File: src/rtl/registro_n_bits_param_pkg.sv
// Shared definitions for the parametrised universal shift register:
// operating modes, shift directions and the burst FSM state encoding.
package registro_pkg;

  localparam logic [1:0] MODO_SHIFT = 2'b00;
  localparam logic [1:0] MODO_ROT   = 2'b01;
  localparam logic [1:0] MODO_LOAD  = 2'b10;
  localparam logic [1:0] MODO_HOLD  = 2'b11;

  localparam logic DIR_IZQ = 1'b0;  // toward MSB
  localparam logic DIR_DER = 1'b1;  // toward LSB

  typedef enum logic {
    ST_IDLE  = 1'b0,
    ST_SHIFT = 1'b1
  } state_t;

endpackage

File: src/rtl/registro_n_bits_param_if.sv
// Bus interface of registro_n_bits_param: control/data inputs and the
// register, serial and handshake outputs.
// Optional build macro: REG_PARITY_EN adds the registered parity output.
interface registro_n_bits_param_if #(
  parameter int WIDTH    = 8,
  parameter int CUENTA_W = 4
);
  logic                enb;
  logic                s_in;
  logic                dir;
  logic [1:0]          modo;
  logic [WIDTH-1:0]    d;
  logic                start;
  logic [CUENTA_W-1:0] cuenta;
  logic [WIDTH-1:0]    q;
  logic                s_out;
  logic                busy;
  logic                done;
`ifdef REG_PARITY_EN
  logic                paridad;

  modport master (
    output enb, s_in, dir, modo, d, start, cuenta,
    input  q, s_out, busy, done, paridad
  );

  modport slave (
    input  enb, s_in, dir, modo, d, start, cuenta,
    output q, s_out, busy, done, paridad
  );
`else
  modport master (
    output enb, s_in, dir, modo, d, start, cuenta,
    input  q, s_out, busy, done
  );

  modport slave (
    input  enb, s_in, dir, modo, d, start, cuenta,
    output q, s_out, busy, done
  );
`endif
endinterface

File: src/rtl/registro_burst_ctrl.sv
// Burst controller: IDLE/SHIFT FSM, position counter, latched burst
// mode/direction and the BUSY/DONE handshake. Tells the datapath which
// operation is effective and when to apply one step.
module registro_burst_ctrl
  import registro_pkg::*;
#(
  parameter int CUENTA_W = 4
) (
  input  logic                clk,
  input  logic                rst,
  input  logic                enb,
  input  logic                start,
  input  logic [1:0]          modo,
  input  logic                dir,
  input  logic [CUENTA_W-1:0] cuenta,
  output logic [1:0]          eff_modo,
  output logic                eff_dir,
  output logic                step,
  output logic                busy,
  output logic                done
);

  state_t              state;
  state_t              state_nxt;
  logic [CUENTA_W-1:0] cnt;
  logic                lat_rot;
  logic                lat_dir;
  logic                accept;
  logic                cnt_zero;

  // A burst is only accepted from IDLE and only for shift/rotate modes.
  assign accept   = (state == ST_IDLE) && enb && start && !modo[1];
  assign cnt_zero = (cnt == '0);

  // Next-state logic: leave SHIFT on the enabled edge that finds the count spent.
  always_comb begin
    // NOTE: every combinational output gets a default first so no path can infer a latch.
    state_nxt = state;
    unique case (state)
      ST_IDLE:  if (accept) state_nxt = ST_SHIFT;
      ST_SHIFT: if (enb && cnt_zero) state_nxt = ST_IDLE;
      default:  state_nxt = ST_IDLE;
    endcase
  end

  // State register, counter, latched mode/dir and one-cycle DONE pulse.
  always_ff @(posedge clk or posedge rst) begin
    if (rst) begin
      state   <= ST_IDLE;
      cnt     <= '0;
      lat_rot <= 1'b0;
      lat_dir <= 1'b0;
      done    <= 1'b0;
    end else begin
      // NOTE: non-blocking assignments so every register samples pre-edge values.
      done <= 1'b0;
      if (enb) begin
        state <= state_nxt;
        if (accept) begin
          cnt     <= cuenta;
          lat_rot <= modo[0];
          lat_dir <= dir;
        end else if (state == ST_SHIFT && !cnt_zero) begin
          cnt <= cnt - CUENTA_W'(1);
        end
        if (state == ST_SHIFT && cnt_zero) done <= 1'b1;
      end
    end
  end

  // Outputs: effective mode/dir and step strobe for the datapath.
  always_comb begin
    busy     = (state == ST_SHIFT);
    eff_modo = modo;
    eff_dir  = dir;
    step     = enb && !accept;
    if (state == ST_SHIFT) begin
      eff_modo = lat_rot ? MODO_ROT : MODO_SHIFT;
      eff_dir  = lat_dir;
      step     = enb && !cnt_zero;
    end
  end

endmodule

File: src/rtl/registro_n_bits_param.sv
// WIDTH-bit universal shift register (shift, rotate, load, hold) with a
// serial-out bit and a multi-position burst engine.
// Optional build macro: REG_PARITY_EN adds a registered even-parity output.
module registro_n_bits_param
  import registro_pkg::*;
#(
  parameter int WIDTH    = 8,
  parameter int CUENTA_W = 4
) (
  input logic                   clk,
  input logic                   rst,
  registro_n_bits_param_if.slave bus
);

  logic [WIDTH-1:0] q;
  logic [WIDTH-1:0] q_nxt;
  logic [1:0]       eff_modo;
  logic             eff_dir;
  logic             step;
  logic             busy;
  logic             done;

  registro_burst_ctrl #(
    .CUENTA_W (CUENTA_W)
  ) u_ctrl (
    .clk      (clk),
    .rst      (rst),
    .enb      (bus.enb),
    .start    (bus.start),
    .modo     (bus.modo),
    .dir      (bus.dir),
    .cuenta   (bus.cuenta),
    .eff_modo (eff_modo),
    .eff_dir  (eff_dir),
    .step     (step),
    .busy     (busy),
    .done     (done)
  );

  // Next register value for one step of the effective operation.
  always_comb begin
    q_nxt = q;
    if (step) begin
      unique case (eff_modo)
        MODO_SHIFT: q_nxt = (eff_dir == DIR_DER) ? {bus.s_in, q[WIDTH-1:1]}
                                                 : {q[WIDTH-2:0], bus.s_in};
        MODO_ROT:   q_nxt = (eff_dir == DIR_DER) ? {q[0], q[WIDTH-1:1]}
                                                 : {q[WIDTH-2:0], q[WIDTH-1]};
        MODO_LOAD:  q_nxt = bus.d;
        default:    q_nxt = q;
      endcase
    end
  end

  // Register contents; q_nxt already equals q whenever no step is due.
  always_ff @(posedge clk or posedge rst) begin
    if (rst) q <= '0;
    else     q <= q_nxt;
  end

  // Serial out follows the bit about to leave the register in shift mode.
  always_comb begin
    bus.s_out = 1'b0;
    if (eff_modo == MODO_SHIFT)
      bus.s_out = (eff_dir == DIR_DER) ? q[0] : q[WIDTH-1];
  end

  assign bus.q    = q;
  assign bus.busy = busy;
  assign bus.done = done;

`ifdef REG_PARITY_EN
  // Parity of the value being loaded, so it always matches the current q.
  always_ff @(posedge clk or posedge rst) begin
    if (rst) bus.paridad <= 1'b0;
    else     bus.paridad <= ^q_nxt;
  end
`endif

endmodule
File: src/flat_wrapper.sv
// flat-port wrapper written by rule: the top's interface ports become plain ports
module registro_n_bits_param_flat import registro_pkg::*;
#(
  parameter int WIDTH    = 8,
  parameter int CUENTA_W = 4
)
  (clk, rst, bus_enb, bus_s_in, bus_dir, bus_modo, bus_d, bus_start, bus_cuenta, bus_q, bus_s_out, bus_busy, bus_done);
  registro_n_bits_param_if #(.WIDTH(WIDTH), .CUENTA_W(CUENTA_W)) bus_i ();
  input logic clk;
  input logic rst;
  input wire logic [$bits(bus_i.enb)-1:0] bus_enb;
  input wire logic [$bits(bus_i.s_in)-1:0] bus_s_in;
  input wire logic [$bits(bus_i.dir)-1:0] bus_dir;
  input wire logic [$bits(bus_i.modo)-1:0] bus_modo;
  input wire logic [$bits(bus_i.d)-1:0] bus_d;
  input wire logic [$bits(bus_i.start)-1:0] bus_start;
  input wire logic [$bits(bus_i.cuenta)-1:0] bus_cuenta;
  output wire logic [$bits(bus_i.q)-1:0] bus_q;
  output wire logic [$bits(bus_i.s_out)-1:0] bus_s_out;
  output wire logic [$bits(bus_i.busy)-1:0] bus_busy;
  output wire logic [$bits(bus_i.done)-1:0] bus_done;
  assign bus_i.enb = bus_enb;
  assign bus_i.s_in = bus_s_in;
  assign bus_i.dir = bus_dir;
  assign bus_i.modo = bus_modo;
  assign bus_i.d = bus_d;
  assign bus_i.start = bus_start;
  assign bus_i.cuenta = bus_cuenta;
  assign bus_q = bus_i.q;
  assign bus_s_out = bus_i.s_out;
  assign bus_busy = bus_i.busy;
  assign bus_done = bus_i.done;
  registro_n_bits_param #(.WIDTH(WIDTH), .CUENTA_W(CUENTA_W)) u_core (.clk(clk), .rst(rst), .bus(bus_i));
endmodule
File: config.mk
export PLATFORM = sky130hd
export DESIGN_NAME = registro_n_bits_param_flat
export DESIGN_NICKNAME = d
export VERILOG_FILES = /design/src/rtl/registro_n_bits_param_pkg.sv /design/src/rtl/registro_n_bits_param_if.sv /design/src/rtl/registro_burst_ctrl.sv /design/src/rtl/registro_n_bits_param.sv /design/src/flat_wrapper.sv
export SDC_FILE = /design/constraint.sdc
export NUM_CORES = 1
export LEC_CHECK = 0
export ABC_AREA = 1
export BUFFER_PORTS_ARGS = -buffer_cell sky130_fd_sc_hd__buf_2
export CORE_AREA = 2 2 63 59
export CTS_CLUSTER_DIAMETER = 60
export DETAILED_ROUTE_END_ITERATION = 7
export DIE_AREA = 0 0 65 61
export PLACE_DENSITY = 0.58
export SLEW_MARGIN = 10
export SYNTH_ARGS = -nofsm -noshare
export SYNTH_HDL_FRONTEND = slang
export SYNTH_SLANG_ARGS = --single-unit
File: constraint.sdc
create_clock -name clk -period 5.03 [get_ports clk]
set_input_delay 0.2515 -clock clk [delete_from_list [all_inputs] [get_ports clk]]
set_output_delay 0.2515 -clock clk [all_outputs]
set_load 0.02 [all_outputs]
Word level (Yosys, flattened, before mapping)
Cells that the tools add are included.
{ "classes": {"add_sub_neg": 1, "bitwise": 1, "reduce_logical": 18, "n_mux": 16, "eq_ne": 2} }
{ "op_table": {"columns": ["cell", "count"], "rows": [
  ["case mux 8 bit (3 select lines)", 1],
  ["2-to-1 mux 8 bit", 2],
  ["2-to-1 mux 1 bit", 9],
  ["logical AND 1 bit", 8],
  ["2-to-1 mux 4 bit", 2],
  ["AND reduction 2 bit", 3],
  ["logical NOT 4 bit", 1],
  ["subtractor 4 x 1 -> 4 bit (second input constant)", 1],
  ["logical NOT 1 bit", 3],
  ["nonzero test 3 bit", 1],
  ["== test 2 x 1 -> 1 bit (second input constant)", 1],
  ["== test 2 bit (second input constant)", 1],
  ["logical NOT 2 bit", 1],
  ["2-to-1 mux 2 bit", 1],
  ["case mux 1 bit (2 select lines)", 1],
  ["nonzero test 2 bit", 1],
  ["inverter 1 bit", 1]
]} }
{ "word_totals": {"reg_bits": 16, "elab_cells": 44, "inputBits": 20} }

Depth between registers and ports, before layout
Gate-level depths: netlist of the first run.
{ "logic_depth": {"word_depth": 8, "mapped_depth": 11, "mapped_depth_nobuf": 11} }

By module
From an unflattened synthesis of the first run, not the netlist that was laid out.
{ "unflattened": {"cells_unflattened": 169, "area_unflattened_um2": 1179.9} }
{ "by_module_without_submodules": {"columns": ["module", "area_per_inst_um2", "seq_area_each_um2", "cells_each", "instances"], "rows": [
  ["registro_n_bits_param", 674.4, 200.2, 102, 1],
  ["registro_burst_ctrl", 505.5, 200.2, 67, 1]
]} }

Least setup slack after synthesis of the first run
No wires, ideal clock.
{ "synth_path": {"path_kind": "register to register", "start": "register u_core.u_ctrl.state, in the netlist u_core.u_ctrl.busy", "end": "register u_core.q[1], in the netlist u_core.bus.q[1]", "arrival_time_ps": 1973, "slack_ps": 2933, "stages_incl_launch_ff": 11, "path_buffers": 1, "setup_time_ps": 124, "period_less_slack_ps": 2097, "cell_sequence": "dfrtp_1 inv_2 or2_2 o21ai_0 inv_1 ha_1 nor2_1 nand3_4 buf_6 a21oi_1 a21oi_1"} }
{ "synth_via": {"elab_chain_len": 8} }
{ "synth_lines": {"columns": ["item", "line_no", "source"], "rows": [
  ["from (decl)", "registro_burst_ctrl.sv:23", "state_t state;"],
  ["from (signal assigned)", "registro_burst_ctrl.sv:58", "state <= state_nxt;"],
  ["inverter 1 bit", "registro_burst_ctrl.sv:32", "assign accept = (state == ST_IDLE) && enb && start && !modo[1];"],
  ["logical AND 1 bit (3 in series)", "registro_burst_ctrl.sv:32", null],
  ["logical NOT 1 bit", "registro_burst_ctrl.sv:76", "step = enb && !accept;"],
  ["logical AND 1 bit", "registro_burst_ctrl.sv:76", null],
  ["2-to-1 mux 1 bit", "registro_burst_ctrl.sv:77", "if (state == ST_SHIFT) begin"],
  ["AND reduction 2 bit (no line)", null, null],
  ["to (signal assigned)", "registro_n_bits_param.sv:58", "else q <= q_nxt;"],
  ["to (decl)", "registro_n_bits_param.sv:15", "logic [WIDTH-1:0] q;"]
]} }
Several ways; a longest one is shown, not always the timed one.
A chain may end at the register's enable or synchronous reset.

Worst setup path in the final report of the first run
{ "layout_path": {"start": "register u_core.u_ctrl.state, in the netlist u_core.u_ctrl.busy", "end": "register u_core.q[7], in the netlist u_core.bus.q[7]"} }
The elaborated chain is that of the path after synthesis.

==> results of run 1 <==
## state kept, by name, summed over array words and instances (netlist names)
register	flops
u_core.bus.q	8
u_core.u_ctrl.cnt	4
u_core.u_ctrl.busy	1
u_core.u_ctrl.done	1
u_core.u_ctrl.lat_dir	1
u_core.u_ctrl.lat_rot	1
## final timing paths
| check | endpoint | slack, ns | from | cells after the start |
|---|---|---|---|---|
| setup / recovery | u_core.bus.q[7]$_DFFE_PP0P_ | 2.77 | u_core.u_ctrl.busy$_DFFE_PP0P_ | 9 |
| hold / removal | u_core.u_ctrl.cnt[3]$_DFFE_PP0P_ | 0.08 | rst | 2 |
| setup reg to reg | u_core.bus.q[7]$_DFFE_PP0P_ | 2.77 | u_core.u_ctrl.busy$_DFFE_PP0P_ | 9 |
| hold reg to reg | u_core.u_ctrl.lat_rot$_DFFE_PP0P_ | 0.49 | u_core.u_ctrl.lat_rot$_DFFE_PP0P_ | 2 |
| max in group asynchronous | u_core.bus.q[0]$_DFFE_PP0P_ | 4.54 | rst | 2 |
| min in group clk | u_core.u_ctrl.lat_rot$_DFFE_PP0P_ | 0.22 | bus_modo[0] | 3 |
## per-stage QoR
stage	cells	setup WS, ns
after floorplan	162	2.93
after global placement	234	2.88
after detailed placement	234	2.84
after CTS	238	2.81
after global routing	238	2.60
final	238	2.77
## routing by layer
| layer | track usage [%] | wire (um) | part of all wire, % |
|---|---|---|---|
| met3 | 2.04 | 123 | 5.0 |
| met4 | 5.47 | 27 | 1.1 |
| met1 | 18.3 | 1250 | 51 |
| met5 | 0 | 0 | 0 |
| met2 | 20.2 | 1060 | 43 |
## cells by family (layout without fill, tap and decap cells)
group,Yosys count,count (layout),synth area share (%)
simple gates,73,73,29.4
compound gates,34,34,16.0
buf+inv,33,65,12.4
flops,16,16,35.8
fa+ha+maj,5,5,5.59
xor+xnor,1,1,0.783
## layout by cell type, fill, tap and decap left out, types with 2 or more instances in the layout
cell,n
nor2_1,18
o21ai_1,4
o21ai_0,9
or2_2,2
a21oi_1,18
buf_2,30
dfrtp_1,16
ha_1,5
inv_1,30
nand2_4,3
nand3_1,5
clkbuf_8,4
nand2_1,41
## critical path, delay by kind of cell (launching register included)
family,cells,cell delay [ns]
adder cells (fa/ha/maj),1,0.36
AND/OR/NAND/NOR,6,1.09
flip-flops,1,0.48
buffers and inverters,1,0.11
AO/OA/AOI/OAI,1,0.16
## where the power goes
group          leakage, nW  switching [mW]  internal [mW]
sequential           0.189          0.0531          0.189
clock               0.0288          0.0447         0.0694
combinational        0.584           0.289          0.163
total                0.802           0.387          0.422
## layout make-up
cell class,instances,area [um2]
tap,44,55.1
inverter,31,116
clock buffer,4,55.1
fill,359,1920
sequential,16,400
multi-input combinational,113,579
timing repair buffer,30,150
==> metrics.md, run 1 <==
| Metric | Value |
|---|---|
| Starting Density | `34.1%` |
| Crit. End Element | `register` |
| Pwr Total | `808 uW` |
| DRT Wirelength | `2.46 mm` |
| Share of cells above drive strength 1 | `21.6%` |
| Post-route cell area | `~1400 um2` |
| WP data arrival | `between 2 and 2.5 ns` |
| PortBufs | `30` |
| Synth top area share | `35.8%` |
| Crit path time final | `2.26 ns` |
| Post-Syn Nets | `between 150 and 200` |
| Aggregate negative setup slack | `0 ns` |
| CP max stage delay | `0.48 ns` |
| CTS max path bufs | `2` |
| WP data required | `5.21 ns` |
| Final Max Slew Viols | `0` |
| CTS Hold Buffers Added | `0` |
| ANT cells | `0` |
| Final Skew | `0.000869 ns` |
| RD Place Congestion | `0.764` |
| Clock-pin slew on the worst setup and hold paths | `0.07 ns` |
| CTS root buffer | `clkbuf_8` |
| Initial antenna violation count | `0` |
| Core area | `3280 um2` |
| Yosys reg bits | `16` |
| Crit-path cells | `inv_2, or2_2, o21ai_0, ha_1, nor2_1, nand2_1, nand4_1, nor2_1, nor2_1` |
| Nets@finish | `220` |
| Fraction of registers with async set or reset after synthesis | `100%` |
| Gate Count Post-Synth | `162` |
| Routed Antenna Nets | `0` |
| Synthesized area per cell | `around 6.9 um2` |
| Num CTS Buffers | `3` |
| RSZ-0062 raised after global routing | `false` |
| Slew HR | `57.4%` |
| CP max FO | `8` |
| Critical-path top delay cell | `dfrtp_1` |
| Die Wd | `65 um` |
| Vias per cell | `4.41` |
| Max rail drop VDD | `0.151 mV` |
| Outcome | `completed` |
| Cell Area, Synth | `approximately 1100 um2` |
| Die Ht | `61 um` |
| Slew @ Worst Pin | `0.639 ns` |
| DRT iter0 DRCs | `35` |
| EDFF count, synth | `0` |
| Startpoint types | `register` |
| Dpl cell area | `~1300 um2` |
| CTS tree | `done` |
| Vias post-DR | `1049` |
| Largest net degree at the start of global routing | `17` |
| Remaining Overflow, GRT | `0` |
| Hold Vio Cnt, Final | `0` |
| Post_cts resized | `0` |
| Most instantiated cells after synthesis | `nand2_1, inv_1, a21oi_1, nor2_1, dfrtp_1` |
| Die area | `between 3000 and 4000 um2` |
| Htree depth | `1` |
| Layout Area Growth over Synthesis | `21.3%` |
| Final Util | `41.4%` |
| Clk Latency, worst-skew pair | `0.25 ns` |
| Pwr/cell area | `596 nW/um2` |
| Unique masters post-synth | `21` |
| Hold_ws | `0.0795 ns` |
| Crit-path most repeated cell | `nor2_1` |
| Vias in the first global route | `914` |
| Seq/Total Area, Yosys | `35.8%` |
| WS Path Type | `register to register` |
| Total number of yosys warnings | `0` |
| First-pass GRT wire length | `around 3.9 mm` |
| Max cap viols | `0` |
| GRT Resource Usage Total | `around an eighth` |
| Hold Crit Class | `primary input to asynchronous set/reset pin` |
| Final worst-path cycle share | `between 40 and 50%` |
| Setup Viol. Count Final | `0` |
| I/O Pins | `31` |
| Ranking of synthesized cells by area | `dfrtp_1, nand2_1, inv_1` |
| Post-CTS Setup Bufs | `0` |
| F_max | `442 MHz` |
| Ys flop type | `dfrtp_1` |
| Row count | `20` |
| DRT Pass-1 Iters | `4` |
| Cell with the most instances after synthesis | `nand2_1` |
| Final HPWL DP | `1.91 mm` |
| Drt drc | `0` |
| Num Clock Sinks | `16` |
| Leading area contributor after synthesis | `dfrtp_1` |
| Leak | `~0.8 nW` |
| Wire length per cell | `10.3 um` |
Note: power is estimated with default switching activity, not from simulation.
==> run 2, diff against run 1 <==
--- a/config.mk
+++ b/config.mk
@@ -11,7 +11,7 @@
 export CTS_CLUSTER_DIAMETER = 60
 export DETAILED_ROUTE_END_ITERATION = 7
 export DIE_AREA = 0 0 65 61
-export PLACE_DENSITY = 0.58
+export PLACE_DENSITY = 0.6
 export SLEW_MARGIN = 10
 export SYNTH_ARGS = -nofsm -noshare
 export SYNTH_HDL_FRONTEND = slang
==> constraint.sdc (replaced) <==
create_clock -name clk -period 1.9 [get_ports clk]
set_input_delay 0.095 -clock clk [delete_from_list [all_inputs] [get_ports clk]]
set_output_delay 0.095 -clock clk [all_outputs]
set_load 0.02 [all_outputs]
==> metrics.md, run 2 (synthesis results as in run 1) <==
| Metric | Value |
|---|---|
| Outcome | `completed` |
| Hold Startpoint | `bus_enb` |
| Final Skew | `0.00671 ns (+0.00585 ns)` |
| Final Max Slew Viols | `0 (unchanged)` |
| FF-to-FF End | `u_core.bus.q[4]$_DFFE_PP0P_` |
| Drt drc | `0 (unchanged)` |
| Top flop regs | `u_core.bus.q: 8 flops, u_core.u_ctrl.cnt: 4 flops` |
| GRT Resource Usage Total | `13.6% (+0.53 points)` |
| Share of cells above drive strength 1 | `25.0% (+3.4 points)` |
| Pre-CTS setup slack | `0.123 ns (-2.72 ns)` |
| Reg2reg setup slack | `0.12 ns (-2.65 ns)` |
| Hold Vio Cnt, Final | `0 (unchanged)` |
| Setup Viol. Count Final | `0 (unchanged)` |
| Die Wd | `65 um (unchanged)` |
| Vias per cell | `4.45 (+0.89%)` |
| Num CTS Buffers | `3 (unchanged)` |
| Die area | `3970 um2 (unchanged)` |
| WP data arrival | `1.92 ns (-0.52 ns)` |
| Cells after DPL | `238 (+1.7%)` |
| Setup ws final | `0.115 ns (-2.65 ns)` |
| Final worst-path cycle share | `93.9% (+49 points)` |
| Nets@finish | `226 (+2.7%)` |
| Initial antenna violation count | `0 (unchanged)` |
| DRT Wirelength | `2.57 mm (+4.3%)` |
| R2R depth | `8 (-1)` |
| Remaining Overflow, GRT | `0 (unchanged)` |
| Crit. End Element | `register` |
| WS Path Type | `register to register` |
| Num Clock Sinks | `16 (unchanged)` |
| Hold Crit Class | `primary input to register` |
| DRT Pass-1 Iters | `4 (unchanged)` |
| Top reg by flops | `u_core.bus.q` |
| Row count | `20 (unchanged)` |
| Startpoint types | `register` |
| Die Ht | `61 um (unchanged)` |
| Clk Latency, worst-skew pair | `0.26 ns (about the same)` |
| ANT cells | `0 (unchanged)` |
| RSZ-0062 raised after global routing | `true` |
| Hold_ws | `0.0617 ns (-0.0178 ns)` |
| CTS max path bufs | `2 (unchanged)` |
| Aggregate negative setup slack | `0 ns (unchanged)` |
| Slew @ Worst Pin | `0.657 ns (+0.0184 ns)` |
| Max rail drop VDD | `0.570 mV (+280%)` |
| Fin cells | `244 (+2.5%)` |
| Pwr/cell area | `1560 nW/um2 (+160%)` |
| CP max FO | `7 (-1)` |
| First-pass GRT wire length | `4.10 mm (+4.4%)` |
| RD Place Congestion | `0.815 (+6.7%)` |
| Routed Antenna Nets | `0 (unchanged)` |
| DRT iter0 DRCs | `38 (+8.6%)` |
| Starting Density | `34.1% (unchanged)` |
| CTS root buffer | `clkbuf_8` |
| Min-Delay Endpoint | `u_core.u_ctrl.busy$_DFFE_PP0P_` |
| Slew HR | `56.1% (-1.2 points)` |
| Max cap viols | `0 (unchanged)` |
| I/O Pins | `31 (unchanged)` |
| Vias post-DR | `1085 (+3.4%)` |
| Htree depth | `1 (unchanged)` |
| Largest net degree at the start of global routing | `17 (unchanged)` |
| Crit path time final | `1.78 ns (-0.477 ns)` |
| Core area | `3280 um2 (unchanged)` |
| Wire length per cell | `10.5 um (+1.7%)` |
| Max reg flops | `8 (unchanged)` |
| Final HPWL DP | `1.96 mm (+2.2%)` |
| CTS tree | `done` |
| F_max | `560 MHz (+27%)` |
| Clock-pin slew on the worst setup and hold paths | `0.07 ns (about the same)` |
| WP data required | `2.04 ns (-3.17 ns)` |
| Vias in the first global route | `945 (+3.4%)` |
| Layout Area Growth over Synthesis | `27.7%` |
| Most frequent cells in the layout | `nand2_1, inv_1, buf_2` |
| PortBufs | `30 (unchanged)` |
| Worst r2r src | `u_core.u_ctrl.lat_rot$_DFFE_PP0P_` |
| Pwr Total | `2.22 mW (+180%)` |
| Hold Path Cell Cnt | `2` |
| Leak | `0.827 nW (+3.2%)` |
| Most common cell after layout, fill and taps aside | `nand2_1` |
[run 2: report_power, final]
group | total (mW) | switching (mW) | leakage (nW) | internal (mW)
combinational | 1.33 | 0.815 | 0.616 | 0.514
clock | 0.274 | 0.125 | 0.0228 | 0.149
sequential | 0.621 | 0.119 | 0.188 | 0.502
[run 2: area by class of cell]
cell class	instances	area [um2]
Multi-Input combinational cell	114	621
Fill cell	347	1850
Sequential cell	16	402
Timing Repair Buffer	35	190
Tap cell	44	55.1
Inverter	31	116
Clock buffer	4	45.0
[run 2: stage by stage]
step           instance area [um2]  util, %
2_1_floorplan                 1130        -
5_1_grt                       1430     43.6
3_5_place_dp                  1340     40.8
4_1_cts                       1390     42.5
6_report                      1430     43.6
3_3_place_gp                  1340     40.8
[run 2: repair_timing]
item                                    in CTS  in global routing
hold buffers                                 1                  0
resized for setup                            0                  4
endpoints found under the setup margin       0                  5
setup buffers                                0                  0
hold endpoints to repair                    16                  0
[run 2: worst max-delay path by stage]
stage | startpoint | endpoint | slack (ns) | cells past startpoint
after CTS | u_core.u_ctrl.busy$_DFFE_PP0P_ | u_core.bus.q[0]$_DFFE_PP0P_ | 0.11 | 11
after global routing | u_core.u_ctrl.lat_rot$_DFFE_PP0P_ | u_core.bus.q[0]$_DFFE_PP0P_ | -0.007 | 10
after global placement | u_core.u_ctrl.lat_rot$_DFFE_PP0P_ | u_core.bus.q[0]$_DFFE_PP0P_ | 0.16 | 10
after detailed placement | u_core.u_ctrl.busy$_DFFE_PP0P_ | u_core.bus.q[0]$_DFFE_PP0P_ | 0.12 | 11
after floorplan | u_core.u_ctrl.busy$_DFFE_PP0P_ | u_core.bus.q[1]$_DFFE_PP0P_ | 0.03 | 10
final | u_core.u_ctrl.lat_rot$_DFFE_PP0P_ | u_core.bus.q[4]$_DFFE_PP0P_ | 0.12 | 8
[run 2: per-layer routing]
metal  GRT usage, %  share of wire (%)  vias up
li1               -                  -      584
met1           19.7                 52      477
met2           19.7                 43       19
met3           1.67                2.9        5
met4           7.29                1.9        0
met5              0                  0        -
[run 2: critical path, stage by stage, from the launching register on]
cell	delay, ns
dfrtp_1	0.37
or2_2	0.32
o21ai_4	0.09
inv_1	0.09
ha_1	0.23
nor2_4	0.15
nand3_2	0.17
a21oi_1	0.16
a21oi_1	0.07
